$ cat src/rtl/sipo_frame_rx_pkg.sv
// sipo_frame_rx_pkg: shared state encoding and parity sense for the serial frame receiver
package sipo_frame_rx_pkg;
   typedef enum logic [1:0] {IDLE, DATA, PARITY, STOP} state_e;
   localparam logic PARITY_EVEN = 1'b1;
endpackage

$ cat src/rtl/sipo_shift.sv
// sipo_shift: n-bit shift-left register with synchronous clear and shift enable
module sipo_shift #(
   parameter int N = 8
) (
   input  logic         clk,
   input  logic         clear_n,
   input  logic         clr,
   input  logic         en,
   input  logic         d,
   output logic [N-1:0] q
);
   // clear wins over shift; new bit enters the LSB
   always_ff @(posedge clk or negedge clear_n)
      if (!clear_n) q <= '0;
      else if (clr) q <= '0;
      else if (en) q <= {q[N-2:0], d};
endmodule

$ cat src/rtl/sipo_frame_rx.sv
// sipo_frame_rx: receives start/n data (MSB first)/even parity/stop frames into a valid/ready word
module sipo_frame_rx
   import sipo_frame_rx_pkg::*;
#(
   parameter int n = 8
) (
   input  logic         clk,
   input  logic         clear_n,
   input  logic         si,
   input  logic         bit_en,
   output logic [n-1:0] data,
   output logic         valid,
   input  logic         ready,
   output logic         busy,
   output logic         parity_err,
   output logic         frame_err,
   output logic         overrun
);
   localparam int CW = $clog2(n + 1);
   state_e         state_q, state_d;
   logic [CW-1:0]  cnt_q, cnt_d;
   logic           par_q, par_d;
   logic [n-1:0]   data_q, data_d, sh;
   logic           valid_q, valid_d, perr_q, perr_d, ferr_q, ferr_d, ovr_q, ovr_d;
   logic           sh_clr, sh_en, par_bad;

   sipo_shift #(.N(n)) u_shift (
      .clk(clk), .clear_n(clear_n), .clr(sh_clr), .en(sh_en), .d(si), .q(sh)
   );

   // even parity: data bits XOR parity bit must come out zero
   assign par_bad = (^{sh, par_q}) == PARITY_EVEN;

   // frame sequencing, error pulses and output word handoff
   always_comb begin
      state_d = state_q;
      cnt_d   = cnt_q;
      par_d   = par_q;
      data_d  = data_q;
      valid_d = valid_q & ~ready;
      perr_d  = 1'b0;
      ferr_d  = 1'b0;
      ovr_d   = ovr_q;
      sh_clr  = 1'b0;
      sh_en   = 1'b0;
      if (bit_en) begin
         case (state_q)
            IDLE: if (!si) begin
               state_d = DATA;
               cnt_d   = '0;
               sh_clr  = 1'b1;
            end
            DATA: begin
               sh_en   = 1'b1;
               cnt_d   = cnt_q + 1'b1;
               state_d = (cnt_q == CW'(n - 1)) ? PARITY : DATA;
            end
            PARITY: begin
               par_d   = si;
               state_d = STOP;
            end
            STOP: begin
               state_d = IDLE;
               ferr_d  = !si;
               perr_d  = si && par_bad;
               if (si && !par_bad) begin
                  if (!valid_q || ready) begin
                     data_d  = sh;
                     valid_d = 1'b1;
                  end else
                     ovr_d = 1'b1;
               end
            end
         endcase
      end
   end

   // state and output registers
   always_ff @(posedge clk or negedge clear_n)
      if (!clear_n) begin
         state_q <= IDLE;
         cnt_q   <= '0;
         par_q   <= 1'b0;
         data_q  <= '0;
         valid_q <= 1'b0;
         perr_q  <= 1'b0;
         ferr_q  <= 1'b0;
         ovr_q   <= 1'b0;
      end else begin
         state_q <= state_d;
         cnt_q   <= cnt_d;
         par_q   <= par_d;
         data_q  <= data_d;
         valid_q <= valid_d;
         perr_q  <= perr_d;
         ferr_q  <= ferr_d;
         ovr_q   <= ovr_d;
      end

   assign data       = data_q;
   assign valid      = valid_q;
   assign busy       = state_q != IDLE;
   assign parity_err = perr_q;
   assign frame_err  = ferr_q;
   assign overrun    = ovr_q;
endmodule

$ cat config.mk
export PLATFORM = sky130hd
export DESIGN_NAME = sipo_frame_rx
export DESIGN_NICKNAME = d
export VERILOG_FILES = /design/src/rtl/sipo_frame_rx_pkg.sv /design/src/rtl/sipo_shift.sv /design/src/rtl/sipo_frame_rx.sv
export SDC_FILE = /design/constraint.sdc
export NUM_CORES = 1
export LEC_CHECK = 0
export CAP_MARGIN = 20
export CORE_MARGIN = 4
export CORE_UTILIZATION = 50
export DETAILED_ROUTE_END_ITERATION = 10
export GPL_ROUTABILITY_DRIVEN = 0
export GPL_TIMING_DRIVEN = 1
export PLACE_DENSITY = 0.75
export RECOVER_POWER = 100
export SYNTH_ARGS = -nofsm -noshare
export SYNTH_HDL_FRONTEND = slang
export SYNTH_SLANG_ARGS = --single-unit
$ cat constraint.sdc
create_clock -name clk -period 2 [get_ports clk]
set_input_delay 0.3 -clock clk [delete_from_list [all_inputs] [get_ports clk]]
set_output_delay 0.3 -clock clk [all_outputs]
set_load 0.1 [all_outputs]
; ---- Yosys cells after proc, flatten, opt, wreduce, memory -nomap -nowiden
; Index checks and enable logic that the tools add are counted.
[totals]
register_bits = 27
latchBits = 0
mem_bits_rw = 0
romBits = 0
out_inout_bits = 13
word_cells = 54
memories = 0
[classes]
addsub = 1
mul = 0
div = 0
magnitude_cmp = 0
n_eq_ne = 5
n_shift = 0
n_mux = 20
bitwise_logic = 3
n_reduce_logical = 16
[ops]
columns = operator, n
row1 = $mux 8, 2
row2 = $mux 1, 13
row3 = $reduce_xor 9->1, 1
row4 = $pmux 2 s4, 1
row5 = $pmux 4 s2, 1
row6 = $reduce_and 4->1, 2
row7 = $reduce_bool 2->1, 3
row8 = $add 4x1->4 const B, 1
row9 = $eq 2x2->1 const B, 2
row10 = $eq 4x3->1 const B, 1
row11 = $mux 2, 2
row12 = $mux 4, 1
row13 = $reduce_and 2->1, 2
row14 = $logic_not 1->1, 3
row15 = $reduce_and 3->1, 1
row16 = $eq 2x1->1 const B, 1
row17 = $logic_and 1x1->1, 2
row18 = $logic_not 2->1, 1
row19 = $ne 2x2->1 const B, 1
row20 = $not 1->1, 2
row21 = $and 1x1->1, 1
row22 = $logic_or 1x1->1, 1

; ---- Logic depth before layout (Yosys ltp)
; Gate-level depths: netlist of run 1.
[logic_depth]
word_depth = 6
mapped_depth = 5
mapped_depth_nobuf = 5

; ---- Hierarchy
; Synthesis of run 1 repeated with hierarchy kept, for this count alone.
[unflattened]
hier_cells = 99
hier_area_um2 = 1236.2
[by_module_without_submodules]
columns = mod, instances, cells_per_inst, area_per_inst_um2, seq_area_each_um2
row1 = sipo_frame_rx, 1, 73, 910.9, 475.5
row2 = sipo_shift, 1, 26, 325.3, 200.2

; ---- Worst setup path before layout of run 1
; OpenSTA, ideal clock, no wires.
[synth_path]
path_type = register -> register
from = register valid_q (netlist: valid)
to = register data_q[0] (netlist: data[0])
arrival_ns = 1.855
required_ns = 1.874
path_slack_ns = 0.019
path_stages_with_launch = 5
path_buffers = 0
path_cell_list = dfrtp_1 > nor2b_1 > nor3_1 > mux2i_4 > mux2_2
[synth_via]
elab_chain_len = 3
[synth_rtl]
columns = item, line
row1 = start: declaration, sipo_frame_rx.sv:24  ; logic valid_q, valid_d, perr_q, perr_d, ferr_q, ferr_d, ovr_q, ovr_d;
row2 = start signal: assignment, sipo_frame_rx.sv:94  ; valid_q <= valid_d;
row3 = $logic_not 1->1, sipo_frame_rx.sv:67  ; if (!valid_q || ready) begin
row4 = $logic_or 1x1->1, sipo_frame_rx.sv:67
row5 = $reduce_and 4->1 (no source line), -
row6 = end signal: assignment, sipo_frame_rx.sv:93  ; data_q <= data_d;
row7 = end: declaration, sipo_frame_rx.sv:23  ; logic [n-1:0] data_q, data_d, sh;
; Every way passes these cells.
; A chain may end at the register's enable or synchronous reset.

; ---- Final worst setup path of run 1
[layout_path]
from = register u_shift.q[5]
to = register data_q[2] (netlist: data[2])
[layout_via]
elab_chain_len = 4
[layout_rtl]
columns = item, line
row1 = start: declaration, sipo_shift.sv:10  ; output logic [N-1:0] q
row2 = start signal: assignment, sipo_shift.sv:16  ; else if (en) q <= {q[N-2:0], d};
row3 = $reduce_xor 9->1, sipo_frame_rx.sv:32  ; assign par_bad = (^{sh, par_q}) == PARITY_EVEN;
row4 = $logic_not 1->1, sipo_frame_rx.sv:66  ; if (si && !par_bad) begin
row5 = $logic_and 1x1->1, sipo_frame_rx.sv:66
row6 = $reduce_and 4->1 (no source line), -
; Every way passes these cells.

==> impl_metrics.json, run 1 <==
{
  "grt_pass1_vias": 892,
  "crit_type": "flop to flop",
  "drtAntennaViolNets": 0,
  "critPathMaxStageDelay_ns": 0.45,
  "start_util_pct": 53.5,
  "die_area_sq_um": 3290,
  "cp-start-kind": "flop",
  "boundaryPins": 18,
  "die_h_microns": 57.4,
  "clkLatencyLatePin_ns": 0.31,
  "path_depth": 5,
  "dpl_worst_slack_ns": -0.0472,
  "drive_gt1_share_pct": 24.2,
  "portBuffers": 17,
  "cts.sinks": 27,
  "antenna_found_initial": 0,
  "crit_path_max_fanout": 8,
  "grt_util_met3_pct": 2.94,
  "dpl.cell_count": 155,
  "post_drt_wl_per_cell_microns": 13.4,
  "cts-buffers-inserted": 3,
  "setup_violations": 0,
  "tightestPinTransition_ns": 1.39,
  "crit_family": "XOR/XNOR gates",
  "seq_area_frac_synth_pct": 55.4,
  "overflow": 0,
  "met1_usage_pct": 18.1,
  "maxCapViolCount": 0,
  "maxSlewHeadroom_pct": 7.02,
  "clock_path_buffers": 2,
  "synth_common_cells": "dfrtp_1 (27), nand2_1 (23), a21oi_1 (8), mux2_2 (8), o21ai_0 (6)",
  "synth.avg_cell_area_sq_um": 11.4,
  "skew_ns": 0.00588,
  "min_period_over_period_pct": 96.3,
  "netlist_top_cells_area": "dfrtp_1 (55%), mux2_2 (7.4%), nand2_1 (7.1%)",
  "core_sq_um": 2280,
  "hpwl_mm": 1.56,
  "syn2layout_area_growth_pct": 16.7,
  "nNetsFinal": 139,
  "clock-root-buffer": "clkbuf_4",
  "synth_edf_count": 0,
  "async_reset_ff_share_pct": 100,
  "firstDrtPassIters": 2,
  "worst_slack_ns": 0.0735,
  "synth_nets": 113,
  "drv_slew": 0,
  "vias": 854,
  "ys.flop_type": "dfrtp_1",
  "antenna_cells": 0,
  "grt_max_degree": 28,
  "regToRegSetupSlack_ns": 0.07,
  "cts.clk_slew.worst_paths_ns": 0.14,
  "grt_pass1_wl_mm": 3.82,
  "ff2ff_path_depth": 5,
  "hold_depth": 2,
  "htreeDepth": 1,
  "ys_ff_latch": 27,
  "synth.distinct_cells": 27,
  "hold_violations": 0,
  "drcViolationCount": 0,
  "drt_iter0_markers": 8,
  "path_buf_inv": 1,
  "met2_usage_pct": 25.6,
  "cp_slowest_cell": "xnor3_1",
  "yosys.area.top_type": "dfrtp_1",
  "via_per_inst": 5.34,
  "endpoint_kind": "flop",
  "grt_util_all_layers_pct": 15.1,
  "yosysWarningCount": 0,
  "synth_top_area_share_pct": 55.4,
  "hold_buffers": 0,
  "outcome": "finished clean",
  "rows": 17,
  "max_freq_mhz": 519,
  "hp-class": "flop to flop",
  "cts_tree": "built",
  "arrival_ns": 2.13,
  "syn_area_sq_um": 1220,
  "wirelength_mm": 2.15,
  "synth.most_common_cell": "dfrtp_1",
  "cp_cell_sequence": "xnor3_1 > nor3b_1 > mux2i_4 > buf_12 > mux2_2",
  "fp.dieW_microns": 57.4,
  "finalWorstPathRequiredPeriod_ns": 1.93,
  "busiest_layer": "met2",
  "synth_cells": 107,
  "required_ns": 2.21,
  "final_cells": 160,
  "setup_tns_ns": 0
}
[placed cells by master (no fill, tap or decap), types with 2 or more instances in the layout]
cell type	instances
clkbuf_2	12
xnor2_1	2
clkdlybuf4s50_1	3
xor2_1	3
nor2_1	3
nor3b_1	2
nand4_1	2
buf_4	3
clkbuf_1	3
inv_1	2
nand2_1	23
dfrtp_1	27
and3b_1	2
nor2b_1	3
mux2_2	8
clkbuf_4	4
o21ai_0	6
a21oi_1	8
a22o_1	2
[flip-flops by register name, summed over array words and instances (netlist names), named ones only]
signal      count
valid           1
par_q           1
u_shift.q       8
overrun         1
data            8
cnt_q           4
state_q         1
frame_err       1
parity_err      1
[final cells by class]
class                   instances  area (sq um)
clock buffers                   3          22.5
clock inverters                 1          5.00
repair buffers                 24           161
fillers                       204           853
multi-input cells              75           515
flip-flops and latches         27           676
well taps                      28          35.0
inverters                       2          7.51
[worst paths after layout]
check                              from       end
max reg2reg                u_shift.q[5]   data[2]
max                        u_shift.q[5]   data[2]
min reg2reg                     overrun   overrun
max in group asynchronous       clear_n  cnt_q[3]
min in group asynchronous       clear_n   data[6]
min                             overrun   overrun
[worst reg2reg max path, stage by stage (launching register included)]
cell and delay, ns:
dfrtp_1 0.44, xnor3_1 0.45, nor3b_1 0.36, mux2i_4 0.14
buf_12 0.16, mux2_2 0.27
[metrics by stage]
stage	instance area [sq um]	util (%)	hold WS (ns)
3_5_place_dp	1440	63.1	0.471
5_1_grt	1420	62.5	0.536
2_1_floorplan	1220	-	0.00441
3_3_place_gp	1440	63.1	0.465
6_report	1420	62.5	0.502
4_1_cts	1460	64.3	0.344
[metal layers]
layer | up-vias | routed length, microns
li1 | 415 | -
met1 | 424 | 937
met2 | 13 | 1120
met3 | 2 | 74
met4 | 0 | 19
met5 | - | 0
[kinds of logic (layout without fill, tap and decap cells)]
kind of cell	count (synthesis)	count (layout)	synth area share, %
buf+inv	5	30	1.75
xor+xnor	7	7	7.39
flops	27	27	55.4
simple gates	40	40	16.5
fa+ha+maj	1	1	1.03
mux	10	10	10.1
compound gates	17	17	7.80
[what timing repair did]
| action | 4_1_cts | 5_1_grt |
|---|---|---|
| endpoints found under the setup margin | 0 | 7 |
| buffers inserted | 0 | 1 |
| resized for setup | 0 | 0 |
Power of run 1 is not shown: default switching activity piles up to over one toggle a cycle in this logic, so the estimate is an artifact.
==> inputs of run 2 (changes only) <==
CTS_CLUSTER_SIZE = 25   (was default)
==> results of run 2 <==
Same layout as run 1: the final DEF is identical, and so are final timing and power.
Power of run 2 is left out for the same reason.
